`src/rtl/keying_pkg.sv`:
```
// Shared definitions for the keying modulator: mode codes, FSM states,
// and the per-mode keying function.
package keying_pkg;

    localparam logic [1:0] MODE_OOK = 2'b00;
    localparam logic [1:0] MODE_FSK = 2'b01;
    localparam logic [1:0] MODE_PSK = 2'b10;
    localparam logic [1:0] MODE_RSV = 2'b11;

    typedef enum logic {
        ST_IDLE,
        ST_TX
    } state_t;

    function automatic logic key_bit(
        input logic [1:0] m,
        input logic       b,
        input logic       ca,
        input logic       cb
    );
        logic r;
        r = 1'b0;
        case (m)
            MODE_OOK: r = ca & b;
            MODE_FSK: r = b ? cb : ca;
            MODE_PSK: r = b ? ca : ~ca;
            default:  r = 1'b0;
        endcase
        return r;
    endfunction

endpackage

```
`src/rtl/keying_tone_div.sv`:
```
// Free-running square-wave carrier: toggles every `half` clocks.
// A half value of 0 behaves as 1.
module keying_tone_div #(
    parameter int DIV_W = 27
) (
    input  logic             clk,
    input  logic             rst_n,
    input  logic [DIV_W-1:0] half,
    output logic             car
);

    logic [DIV_W-1:0] cnt;
    logic [DIV_W-1:0] last;

    assign last = (half == '0) ? '0 : half - DIV_W'(1);

    // >= lets the counter recover at once when half shrinks
    always_ff @(posedge clk or negedge rst_n) begin
        if (!rst_n) begin
            cnt <= '0;
            car <= 1'b0;
        end else if (cnt >= last) begin
            cnt <= '0;
            car <= ~car;
        end else begin
            cnt <= cnt + DIV_W'(1);
        end
    end

endmodule

```
`src/rtl/keying_modem.sv`:
```
// OOK/BFSK/BPSK keying modulator with valid/ready word input.
// Define KEYING_DEMOD_EN to build the OOK envelope demodulator.
module keying_modem
    import keying_pkg::*;
#(
    parameter int MSG_W       = 8,
    parameter int DIV_W       = 27,
    parameter int DEMOD_SLACK = 10
) (
    input  logic             clk,
    input  logic             rst_n,
    input  logic [1:0]       mode,
    input  logic [DIV_W-1:0] car_half,
    input  logic [DIV_W-1:0] car2_half,
    input  logic [DIV_W-1:0] bit_len,
    input  logic [MSG_W-1:0] msg_data,
    input  logic             msg_valid,
    output logic             msg_ready,
    output logic             tx_active,
    output logic             bit_out,
    output logic             mod_out,
    output logic             word_done,
    output logic             demod_out
);

    localparam int IDX_W = (MSG_W > 1) ? $clog2(MSG_W) : 1;

    state_t           state;
    logic [MSG_W-1:0] shreg;
    logic [IDX_W-1:0] bit_idx;
    logic [DIV_W-1:0] bit_ctr;
    logic [DIV_W-1:0] ca_q;
    logic [DIV_W-1:0] cb_q;
    logic [DIV_W-1:0] bl_q;
    logic [1:0]       mode_q;
    logic             car_a;
    logic             car_b;
    logic [DIV_W-1:0] last_ctr;
    logic             last_bit;
    logic             end_word;
    logic             xfer;

    keying_tone_div #(.DIV_W(DIV_W)) u_car_a (
        .clk   (clk),
        .rst_n (rst_n),
        .half  (ca_q),
        .car   (car_a)
    );

    keying_tone_div #(.DIV_W(DIV_W)) u_car_b (
        .clk   (clk),
        .rst_n (rst_n),
        .half  (cb_q),
        .car   (car_b)
    );

    assign last_ctr  = (bl_q == '0) ? '0 : bl_q - DIV_W'(1);
    assign last_bit  = (bit_idx == IDX_W'(MSG_W - 1));
    assign end_word  = (state == ST_TX) && last_bit && (bit_ctr == last_ctr);
    assign msg_ready = (state == ST_IDLE) || end_word;
    assign xfer      = msg_valid && msg_ready;
    assign tx_active = (state == ST_TX);
    assign bit_out   = tx_active & shreg[MSG_W-1];

    // A transfer in the last cycle of a word reloads with no idle gap
    always_ff @(posedge clk or negedge rst_n) begin
        if (!rst_n) begin
            state     <= ST_IDLE;
            shreg     <= '0;
            bit_idx   <= '0;
            bit_ctr   <= '0;
            ca_q      <= '0;
            cb_q      <= '0;
            bl_q      <= '0;
            mode_q    <= MODE_OOK;
            word_done <= 1'b0;
            mod_out   <= 1'b0;
        end else begin
            word_done <= end_word;
            mod_out   <= tx_active ? key_bit(mode_q, bit_out, car_a, car_b) : 1'b0;
            if (xfer) begin
                state   <= ST_TX;
                shreg   <= msg_data;
                bit_idx <= '0;
                bit_ctr <= '0;
                mode_q  <= mode;
                ca_q    <= car_half;
                cb_q    <= car2_half;
                bl_q    <= bit_len;
            end else if (state == ST_TX) begin
                if (bit_ctr == last_ctr) begin
                    bit_ctr <= '0;
                    if (last_bit) begin
                        state <= ST_IDLE;
                    end else begin
                        bit_idx <= bit_idx + IDX_W'(1);
                        shreg   <= shreg << 1;
                    end
                end else begin
                    bit_ctr <= bit_ctr + DIV_W'(1);
                end
            end
        end
    end

`ifdef KEYING_DEMOD_EN
    logic [DIV_W-1:0] low_cnt;
    logic [DIV_W:0]   low_lim;

    assign low_lim = {1'b0, ca_q} + (DIV_W+1)'(DEMOD_SLACK);

    // Envelope detector: a long enough low run means the carrier is off
    always_ff @(posedge clk or negedge rst_n) begin
        if (!rst_n) begin
            low_cnt   <= '0;
            demod_out <= 1'b0;
        end else begin
            if (mod_out) begin
                low_cnt <= '0;
            end else if (low_cnt != '1) begin
                low_cnt <= low_cnt + DIV_W'(1);
            end
            demod_out <= tx_active && (mode_q == MODE_OOK) &&
                         ({1'b0, low_cnt} <= low_lim);
        end
    end
`else
    assign demod_out = 1'b0;
`endif

endmodule
```
`config.mk`:
```
export PLATFORM = sky130hd
export DESIGN_NAME = keying_modem
export DESIGN_NICKNAME = d
export VERILOG_FILES = /design/src/rtl/keying_pkg.sv /design/src/rtl/keying_tone_div.sv /design/src/rtl/keying_modem.sv
export SDC_FILE = /design/constraint.sdc
export NUM_CORES = 1
export LEC_CHECK = 0
export BUFFER_PORTS_ARGS = -buffer_cell sky130_fd_sc_hd__buf_2
export CORE_MARGIN = 1.5
export CORE_UTILIZATION = 50
export DETAILED_ROUTE_END_ITERATION = 6
export PLACE_DENSITY = 0.71
export SYNTH_ARGS = -nofsm -noshare
export SYNTH_HDL_FRONTEND = slang
export SYNTH_HIERARCHICAL = 1
export SYNTH_SLANG_ARGS = --single-unit
```
`constraint.sdc`:
```
create_clock -name clk -period 6.01 [get_ports clk]
set_input_delay 0 -clock clk [delete_from_list [all_inputs] [get_ports clk]]
set_output_delay 0 -clock clk [all_outputs]
set_load 0.005 [all_outputs]
```
==> results of run 1 <==
[layout make-up]
| cell class | instances | area [µm²] | share of cell area |
|---|---|---|---|
| tap | 319 | 399.1 | 0.02787 |
| multi-input combinational | 987 | 7136 | 0.4983 |
| sequential | 180 | 4504 | 0.3145 |
| inverter | 36 | 135.1 | 0.009436 |
| clock inverter | 10 | 72.57 | 0.005067 |
| timing repair buffer | 211 | 1590 | 0.1110 |
| clock buffer | 22 | 484.2 | 0.03381 |
[layer usage]
| layer | up-vias | part of all wire | GRT usage |
|---|---|---|---|
| met5 | - | 0 | 0 |
| li1 | 4940 | - | - |
| met4 | 0 | 0.018 | 0.07290 |
| met3 | 47 | 0.047 | 0.03412 |
| met1 | 4861 | 0.45 | 0.3091 |
| met2 | 271 | 0.48 | 0.3860 |
[cells in the mapped netlist (5+ instances only)]
library cell / n
clkbuf_1: 41
nand2_1: 96
nor3_1: 33
or4_1: 16
ha_1: 63
mux2_1: 30
or3_1: 31
and3_1: 16
mux2_2: 35
inv_1: 36
buf_6: 13
nor4_1: 31
a31oi_1: 33
o21ai_0: 34
o31a_1: 5
mux2i_1: 6
and2_1: 12
a211oi_1: 11
dfrtp_1: 180
xor2_1: 63
a21o_1: 7
and4_1: 10
nand3b_1: 8
xnor2_1: 61
o21ai_1: 5
nand3_1: 49
a311oi_1: 5
nand4_1: 36
mux2_4: 26
o211ai_1: 11
a21oi_1: 27
nand2b_1: 17
nor2_1: 120
o31ai_1: 10
nor2b_1: 8
nand2_2: 8
or4_4: 9
[worst min path at each step]
stage / start / to / cells past startpoint
global route: car2_half[10] / cb_q[10]$_DFFE_PN0N_ / 3
detailed placement: car2_half[21] / cb_q[21]$_DFFE_PN0N_ / 2
finish: rst_n / cb_q[8]$_DFFE_PN0N_ / 2
global placement: rst_n / cb_q[8]$_DFFE_PN0N_ / 1
CTS: car_half[1] / ca_q[1]$_DFFE_PN0N_ / 3
floorplan: rst_n / bit_ctr[0]$_DFFE_PN0P_ / 0
[through the flow]
stage	hold WS, ns	utilization	instance area, µm²	total power (µW)	instances
2_1_floorplan	-0.2956	-	12160	1446	1268
3_3_place_gp	0.2079	0.5398	12780	1542	1635
3_5_place_dp	0.2149	0.5398	12780	1550	1635
4_1_cts	0.2919	0.6047	14320	2668	1765
5_1_grt	0.3095	0.6047	14320	2751	1765
6_report	0.2945	0.6047	14320	2641	1765
[worst max-delay path, cell delays in order (launching register included)]
cell       delay, ns
dfrtp_1         0.44
or4_4           0.56
or3_4           0.37
or4_4           0.54
or4_4           0.52
or4_4           0.60
nand2_1         0.12
ha_1            0.24
a21o_1          0.17
nand3_1         0.07
a211oi_1        0.06
a2111oi_0       0.64
nand3_1         0.15
buf_4           0.27
xor2_1          0.17
[power groups by stage]
stage	logic, µW	registers (µW)	clock network, µW
floorplan	165	1280	0
global placement	236	1310	0
detailed placement	242	1310	0
CTS	289	1280	1090
global route	321	1290	1140
finish	291	1290	1060
[cell families after synthesis]
| group | Yosys count | share of synthesized area |
|---|---|---|
| other cells | 1 | 0.0003083 |
| compound gates | 180 | 0.1005 |
| buf+inv | 101 | 0.04403 |
| flops | 180 | 0.3704 |
| mux | 97 | 0.09722 |
| simple gates | 518 | 0.2259 |
| xor+xnor | 128 | 0.09681 |
| fa+ha+maj | 63 | 0.06482 |
[timing repair]
action | in CTS | in global routing
endpoints found under the setup margin | 0 | 0
hold endpoints to repair | 201 | 0
hold buffers | 98 | 0
gates resized for setup | 0 | 0
[registers in the layout (all words and copies together) (netlist names), 3 cells and up]
| name | cells |
|---|---|
| ca_q | 27 |
| cb_q | 27 |
| u_car_a/cnt | 27 |
| bit_idx | 3 |
| u_car_b/cnt | 27 |
| bit_ctr | 27 |
| shreg | 8 |
| bl_q | 27 |
==> results.md, run 1 <==
- Flop2flop setup slack: 0.95 ns
- Antenna cell count: 0
- Setup CP Type: register to register
- Post-Syn Area: 12160 µm²
- Register area share after synthesis: 0.3704
- Max clock buf depth: 2
- Synth Warn #: 6
- TritonRoute pass-1 iters: 5
- Worst Max-Slew Pin Slew: 1.089 ns
- Vias/cell: 5.733
- Power Density: 184.4 nW/µm²
- CTS root buf: clkbuf_16
- Hold WC Path Type: input port to asynchronous set/reset pin
- Pre-CTS worst setup slack: 0.9435 ns
- Initial DRC count: 832
- Commonest cells after routing, fill and taps aside: dfrtp_1, nor2_1, dlygate4sd3_1
- Critical path fanouts, max: 28
- Nets: 1590
- Synth Area per Inst: 9.591 µm²
- CTS tree: done
- CP Launch Point: cb_q[3]$_DFFE_PN0N_
- Final WL: 28710 µm
- Most common cell after layout, fill and taps aside: dfrtp_1
- Worst path required time: 6.32 ns
- Setup TNS: 0 ns
- Fin. Hold Viols: 0
- Reg2reg start: cb_q[3]$_DFFE_PN0N_
- Cell Rows: 56
- Slew margin rel.: 0.2671
- Reg power frac: 0.487
- Critical Path End Type: register
- Net Count, Synth: 1425
- Final min period: 5.060 ns
- Post-synth ARST share: 1.000
- Clock power frac: 0.403
- Fmax achieved: 0.1976 GHz
- Sw power: 678.6 µW
- Initial antenna violation count: 0
- Pin count of the biggest net entering global routing: 111
- Max-cap violations: 0
- Yosys reg bits: 180
- Switching share of power: 0.2570
- Port Buffers: 98
- Hpwl dp: 20030 µm
- Cell depth of the worst flop-to-flop path: 14
- Reg2reg end: u_car_b/car$_DFFE_PN0P_
- First-pass GRT wire length: 48140 µm
- Post-synth EDFFs: 0
- WP data arrival: 5.37 ns
- Synth top area cells: dfrtp_1, ha_1, xor2_1
- Num CTS Buffers: 17
- CTS sink cnt: 180
- Pleak: 0.006375 µW
- Max H-tree Level: 4
- Worst setup path end: u_car_b/car$_DFFE_PN0P_
- Overflow after GRT: 0
- Synth top area share: 0.3704
- Clock Skew: 0.01331 ns
- Layout cells sized above 1: 0.1632
- Total GRT Usage: 0.2308
- DRC viols: 0
- Final setup viols: 0
- Starting Density: 0.5135
- Synth area leader: dfrtp_1
- Logic pwr share: 0.110
- Post-CTS Setup Inserts: 0
- Clock-pin slew on the worst setup and hold paths: 0.07 ns
- Netlist cell types: 79
- Synth-to-Final Area Change: 17.76%
- Peak VDD IR: 155.1 µV
- Tcrit/Tclk final: 0.8419
- DR vias: 10120
- Setup WS post-layout: 0.9502 ns
- Vias in the first global route: 9762
- Chip height: 159.0 µm
- Cells after synthesis: 1268
- Placer Congestion: 0.9151
- WL/cell: 16.27 µm
- Status: completed
- Worst setup SP type: register
- Post-synth top flop: dfrtp_1
- # IOs: 100
- Die area: 25270 µm²
- P_int: 1962 µW
- Core area: 23680 µm²
- Max-slew violations: 0
- Die width: 159.0 µm
- Fillcell total: 2042
- Clk_lat worst skew: 0.43 ns
- RSZ-0062 raised after global routing: false
- ANT nets after route: 0
Power figures use the tool's default switching activity.
==> inputs of run 2 (changes only) <==
- clock period: 6.01 -> 4.7 ns (I/O delays scaled with it)
==> results.md, run 2 (synthesis gave the netlist of run 1 again) <==
- Commonest cells after routing, fill and taps aside: dfrtp_1, nor2_1, dlygate4sd3_1, buf_2, nand2_1
- Total GRT Usage: 0.2352 (+0.004432)
- Vias/cell: 5.748 (+0.26%)
- Starting Density: 0.5135 (unchanged)
- Die width: 159.0 µm (unchanged)
- Pin count of the biggest net entering global routing: 109 (-1.8%)
- Critical Path Max Stage Delay: 0.56 ns (-0.08 ns)
- Worst setup path end: u_car_a/car$_DFFE_PN0P_
- Critical path fanouts, max: 7 (-75%)
- Max-slew violations: 0 (unchanged)
- Peak VDD IR: 159.6 µV (+2.9%)
- DR vias: 10340 (+2.2%)
- Synth-to-Final Area Change: 21.38%
- Final WL: 30030 µm (+4.6%)
- Initial antenna violation count: 0 (unchanged)
- CP Launch Point: ca_q[6]$_DFFE_PN0N_
- WP buf/inv: 2 (+1)
- Setup WS post-layout: 0.09713 ns (-0.8530 ns)
- Hold WC Path Type: input port to register
- Reg2reg start: ca_q[6]$_DFFE_PN0N_
- Die area: 25270 µm² (unchanged)
- Initial DRC count: 645 (-22%)
- Fin area: 14760 µm² (+3.1%)
- Critical Path End Type: register
- CP delay by family, top: simple AND/OR/NAND/NOR gates
- Cell depth of the worst flop-to-flop path: 15 (+1)
- Final setup viols: 0 (unchanged)
- Clock Skew: 0.01148 ns (-0.001830 ns)
- Fin. Hold Viols: 0 (unchanged)
- CTS root buf: clkbuf_16
- Top cell by count, worst path: or4_4
- Reg2reg end: u_car_a/car$_DFFE_PN0P_
- Cell Rows: 56 (unchanged)
- Crit path depth: 15 (+1)
- Max-cap violations: 0 (unchanged)
- Placer Congestion: 0.9351 (+2.2%)
- Slowest CP cell: or4_4
- WL met3: 1628 µm (+21%)
- Core area: 23680 µm² (unchanged)
- Power Density: 234.7 nW/µm² (+27%)
- Worst Max-Slew Pin Slew: 0.9819 ns (-0.1074 ns)
- ANT nets after route: 0 (unchanged)
- Vias in the first global route: 9961 (+2.0%)
- Nets: 1622 (+2.0%)
- CTS sink cnt: 180 (unchanged)
- Flop2flop setup slack: 0.1 ns (-0.85 ns)
- Crit-path cells: or4_4 -> or3_4 -> or4_4 -> or4_4 -> or4_4 -> buf_4 -> nand2_1 -> ha_1 -> a21o_1 -> nand3_1 -> a211oi_1 -> a2111oi_2 -> nand3_2 -> buf_12 -> xor2_1
- Status: completed
- DRC viols: 0 (unchanged)
- Worst path required time: 5.01 ns (-1.31 ns)
- Clock-pin slew on the worst setup and hold paths: 0.06 ns (about the same)
- Total Power: 3464 µW (+31%)
- Hpwl dp: 20490 µm (+2.3%)
- Slew margin rel.: 0.3394 (+0.07227)
- CTS tree: done
- Pre-CTS worst setup slack: -0.09271 ns (-1.036 ns)
- Max clock buf depth: 2 (unchanged)
- DP Area: 12980 µm² (+1.5%)
- Pleak: 0.006611 µW (+3.7%)
- Port Buffers: 98 (unchanged)
- First-pass GRT wire length: 48850 µm (+1.5%)
- Overflow after GRT: 0 (unchanged)
- # IOs: 100 (unchanged)
- Worst setup SP type: register
- WP data arrival: 4.91 ns (-0.46 ns)
- WL/cell: 16.69 µm (+2.6%)
- Final min period: 4.603 ns (-0.4570 ns)
- Top sig layer: met4
- Tcrit/Tclk final: 0.9793 (+0.1374)
- Fillcell total: 1963 (-3.9%)
- Clk_lat worst skew: 0.43 ns (about the same)
- Met1 Routed Length: 13480 µm (+3.7%)
- Max H-tree Level: 4 (unchanged)
- Num CTS Buffers: 17 (unchanged)
- Chip height: 159.0 µm (unchanged)
- Most common cell after layout, fill and taps aside: dfrtp_1
- Fmax achieved: 0.2173 GHz (+9.9%)
- TritonRoute pass-1 iters: 5 (unchanged)
- DR WL met2: 14450 µm (+4.4%)
- Layout cells sized above 1: 0.1861 (+0.02285)
- Setup CP Type: register to register
run 2: cell types whose count changed in the layout (fill, tap and decap cells not counted), sizes merged:
cell and change:
bufinv +2, or4 +1, clkbuf +3, dlygate4sd3 -1
diode +2, buf +29, clkinv -2
run 2: how the worst min path moves through the flow:
stage / cells past startpoint / start / endpoint / slack, ns
floorplan: 0 / rst_n / bit_ctr[0]$_DFFE_PN0P_ / -0.30
finish: 3 / msg_valid / tx_active$_DFF_PN0_ / 0.03
CTS: 3 / msg_valid / tx_active$_DFF_PN0_ / 0.01
global placement: 1 / rst_n / cb_q[9]$_DFFE_PN0N_ / 0.18
detailed placement: 1 / rst_n / cb_q[9]$_DFFE_PN0N_ / 0.19
global route: 3 / msg_valid / tx_active$_DFF_PN0_ / 0.04
run 2: metal layers:
| metal | track usage | vias up |
|---|---|---|
| li1 | - | 5005 |
| met3 | 0.04454 | 32 |
| met1 | 0.3138 | 5011 |
| met2 | 0.3907 | 293 |
| met4 | 0.06732 | 0 |
| met5 | 0 | - |
run 2: repair_timing:
action | CTS | global route
setup endpoints to repair | 26 | 54
gates cloned | 0 | 4
pin swaps | 0 | 11
hold buffers | 97 | 0
setup buffers | 0 | 7
hold endpoints to repair | 197 | 0
resized for setup | 3 | 24
run 2: metrics by stage:
| step | TNS (ns) | std cells | hold slack (ns) | util |
|---|---|---|---|---|
| 6_report | 0 | 1799 | 0.03262 | 0.6233 |
| 5_1_grt | -0.1071 | 1797 | 0.04318 | 0.6231 |
| 4_1_cts | -0.01262 | 1786 | 0.01312 | 0.6137 |
| 3_5_place_dp | -1.487 | 1657 | 0.1865 | 0.5479 |
| 3_3_place_gp | -1.399 | 1657 | 0.1819 | 0.5479 |
| 2_1_floorplan | 0 | 1268 | -0.2956 | - |
run 2: power breakdown:
group          switching (µW)  leakage, µW  internal (µW)
sequential               62.5      0.00243           1580
combinational             178      0.00391            196
clock                     630     0.000277            817
run 2: worst register-to-register path, cell delays in order (launching register included):
cell and delay, ns:
dfrtp_1 0.40, or4_4 0.53, or3_4 0.37, or4_4 0.51
or4_4 0.47, or4_4 0.56, buf_4 0.17, nand2_1 0.06
ha_1 0.24, a21o_1 0.16, nand3_1 0.08, a211oi_1 0.08
a2111oi_2 0.28, nand3_2 0.23, buf_12 0.21, xor2_1 0.14
run 2: area by class of cell:
class	instances	area, µm²	share of cell area
flip-flops and latches	180	4504	0.3051
inverters	36	135.1	0.009154
multi-input cells	988	7213	0.4886
clock inverters	10	122.6	0.008306
diodes	2	5.005	0.0003390
clock buffers	22	464.2	0.03145
repair buffers	242	1918	0.1299
well taps	319	399.1	0.02704
==> inputs of run 3 (changes only) <==
- CORE_ASPECT_RATIO: not set -> 1.1
- SLEW_MARGIN: not set -> 20
- clock period: 4.7 -> 4.71 ns (I/O delays scaled with it)
==> results.md, run 3 (synthesis gave the netlist of run 1 again) <==
- Total GRT Usage: 0.2423 (+0.007082)
- Layout cells sized above 1: 0.1913 (+0.005254)
- Met1 Routed Length: 13280 µm (-1.5%)
- First-pass GRT wire length: 49290 µm (+0.90%)
- Commonest cells after routing, fill and taps aside: dfrtp_1, nor2_1, dlygate4sd3_1
- Fin area: 14820 µm² (+0.42%)
- CTS sink cnt: 180 (unchanged)
- Chip height: 166.6 µm (+4.8%)
- WL met3: 1178 µm (-28%)
- Synth-to-Final Area Change: 21.88%
- Worst setup SP type: register
- Hold WC Path Type: input port to asynchronous set/reset pin
- Most common cell after layout, fill and taps aside: dfrtp_1
- Final min period: 4.640 ns (+0.03681 ns)
- Cell Rows: 59 (+5.4%)
- Power Density: 231.4 nW/µm² (-1.4%)
- Total Power: 3430 µW (-0.97%)
- Num CTS Buffers: 17 (unchanged)
- Setup CP Type: register to register
- Initial antenna violation count: 0 (unchanged)
- Clock Skew: 0.01131 ns (-0.0001715 ns)
- Fmax achieved: 0.2155 GHz (-0.79%)
- Tcrit/Tclk final: 0.9851 (+0.005735)
- CTS tree: done
- CTS root buf: clkbuf_16
- Port Buffers: 98 (unchanged)
- Hpwl dp: 20590 µm (+0.47%)
- Starting Density: 0.5116 (-0.001892)
- # IOs: 100 (unchanged)
- Placer Congestion: 0.9165 (-2.0%)
- Die width: 151.7 µm (-4.6%)
- Max H-tree Level: 4 (unchanged)
- Worst path required time: 5.03 ns (+0.02 ns)
- Cell depth of the worst flop-to-flop path: 15 (unchanged)
- Vias in the first global route: 10200 (+2.4%)
- Status: completed
- Critical path fanouts, max: 11 (+4)
- Final setup viols: 0 (unchanged)
- Vias/cell: 5.876 (+2.2%)
- Final hold slack: 0.3005 ns (+0.2678 ns)
- Slowest CP cell: or4_4
- WP data arrival: 4.96 ns (+0.05 ns)
- DR WL met2: 15550 µm (+7.6%)
- Final WL: 30670 µm (+2.1%)
- Peak VDD IR: 186.6 µV (+17%)
- DRC viols: 0 (unchanged)
- TritonRoute pass-1 iters: 5 (unchanged)
- Pleak: 0.006639 µW (+0.42%)
- Max clock buf depth: 2 (unchanged)
- DR vias: 10450 (+1.1%)
- Overflow after GRT: 0 (unchanged)
- DP Area: 12960 µm² (-0.12%)
- Top cell by count, worst path: or4_4
- Antenna cell count: 0 (-2)
- Pin count of the biggest net entering global routing: 181 (+66%)
- Critical Path Max Stage Delay: 0.57 ns (about the same)
- Fillcell total: 1915 (-2.4%)
- Critical Path End Type: register
- Clk_lat worst skew: 0.44 ns (about the same)
- Clock-pin slew on the worst setup and hold paths: 0.08 ns (+0.02 ns)
- RSZ-0062 raised after global routing: true
- Max-cap violations: 0 (unchanged)
- Die area: 25270 µm² (about the same)
- Worst Max-Slew Pin Slew: 0.9881 ns (+0.006200 ns)
- Max-slew violations: 0 (unchanged)
- Initial DRC count: 558 (-13%)
- Top sig layer: met4
- Slew margin rel.: 0.3352 (-0.004171)
- ANT nets after route: 0 (unchanged)
- Nets: 1618 (-0.25%)
- Fin. Hold Viols: 0 (unchanged)
- Multi-input combinational cell area: 7274 µm² (+0.85%)
- WL/cell: 17.24 µm (+3.3%)
- Register area: 4504 µm² (unchanged)
- Core area: 23770 µm² (+0.37%)
- Crit-path cells: or4_4 -> or3_4 -> or4_4 -> or4_4 -> or4_4 -> buf_6 -> nand2_1 -> ha_1 -> a21o_1 -> nand3_1 -> a21oi_1 -> o311ai_2 -> nand3_2 -> buf_12 -> xor2_1
- Setup TNS: 0 ns (unchanged)
-- run 3: cell types whose count changed in the layout (fill, tap and decap cells not counted), moves of 3 or more --
cell and change:
clkinvlp_4 -3, clkbuf_1 -3, inv_8 +5, buf_4 -8
-- run 3: timing repair --
item                                    4_1_cts  5_1_grt
endpoints found under the hold margin       272        0
hold buffers                                 98        0
endpoints found under the setup margin        0       62
resized for setup                             0       36
buffers inserted                              0        4
-- run 3: metrics by stage --
stage               setup WS (ns)  utilization  std cells
CTS                       0.03289       0.6110       1770
floorplan                 0.01388            -       1268
global route             -0.04285       0.6236       1779
global placement           0.1320       0.5453       1640
finish                    0.07032       0.6236       1779
detailed placement        0.05014       0.5453       1640
-- run 3: worst paths after layout --
check | startpoint | end | slack, ns
setup / recovery | cb_q[3]$_DFFE_PN0N_ | u_car_b/car$_DFFE_PN0P_ | 0.07
hold / removal | rst_n | bl_q[21]$_DFFE_PN0N_ | 0.30
setup reg to reg | cb_q[3]$_DFFE_PN0N_ | u_car_b/car$_DFFE_PN0P_ | 0.07
hold reg to reg | u_car_b/car$_DFFE_PN0P_ | u_car_b/car$_DFFE_PN0P_ | 0.50
max in group asynchronous | rst_n | u_car_a/cnt[19]$_DFF_PN0_ | 3.67
min in group clk | car_half[1] | ca_q[1]$_DFFE_PN0N_ | 0.31
-- run 3: power by group --
part	switching, µW	internal [µW]
registers	61.3	1580
clock network	694	710
logic	184	205
total	940	2490
-- run 3: layer usage --
| metal | track usage | vias up |
|---|---|---|
| met4 | 0.08319 | 0 |
| met3 | 0.03726 | 58 |
| met1 | 0.3050 | 5104 |
| met2 | 0.4181 | 283 |
| li1 | - | 5008 |
| met5 | 0 | - |
-- run 3: cell type report --
| type | count | area share |
|---|---|---|
| well taps | 305 | 0.02574 |
| clock buffers | 17 | 0.02870 |
| flip-flops and latches | 180 | 0.3039 |
| clock inverters | 15 | 0.01047 |
| repair buffers | 238 | 0.1313 |
| multi-input cells | 988 | 0.4908 |
| inverters | 36 | 0.009116 |
-- run 3: worst max-delay path: cells and delay by family, from the launching register on --
kind / cells / cell delay, ns
AO/OA/AOI/OAI: 3 / 0.53
flip-flops: 1 / 0.38
AND/OR/NAND/NOR: 8 / 2.83
XOR/XNOR: 1 / 0.14
buffers and inverters: 2 / 0.40
adder cells (fa/ha/maj): 1 / 0.23
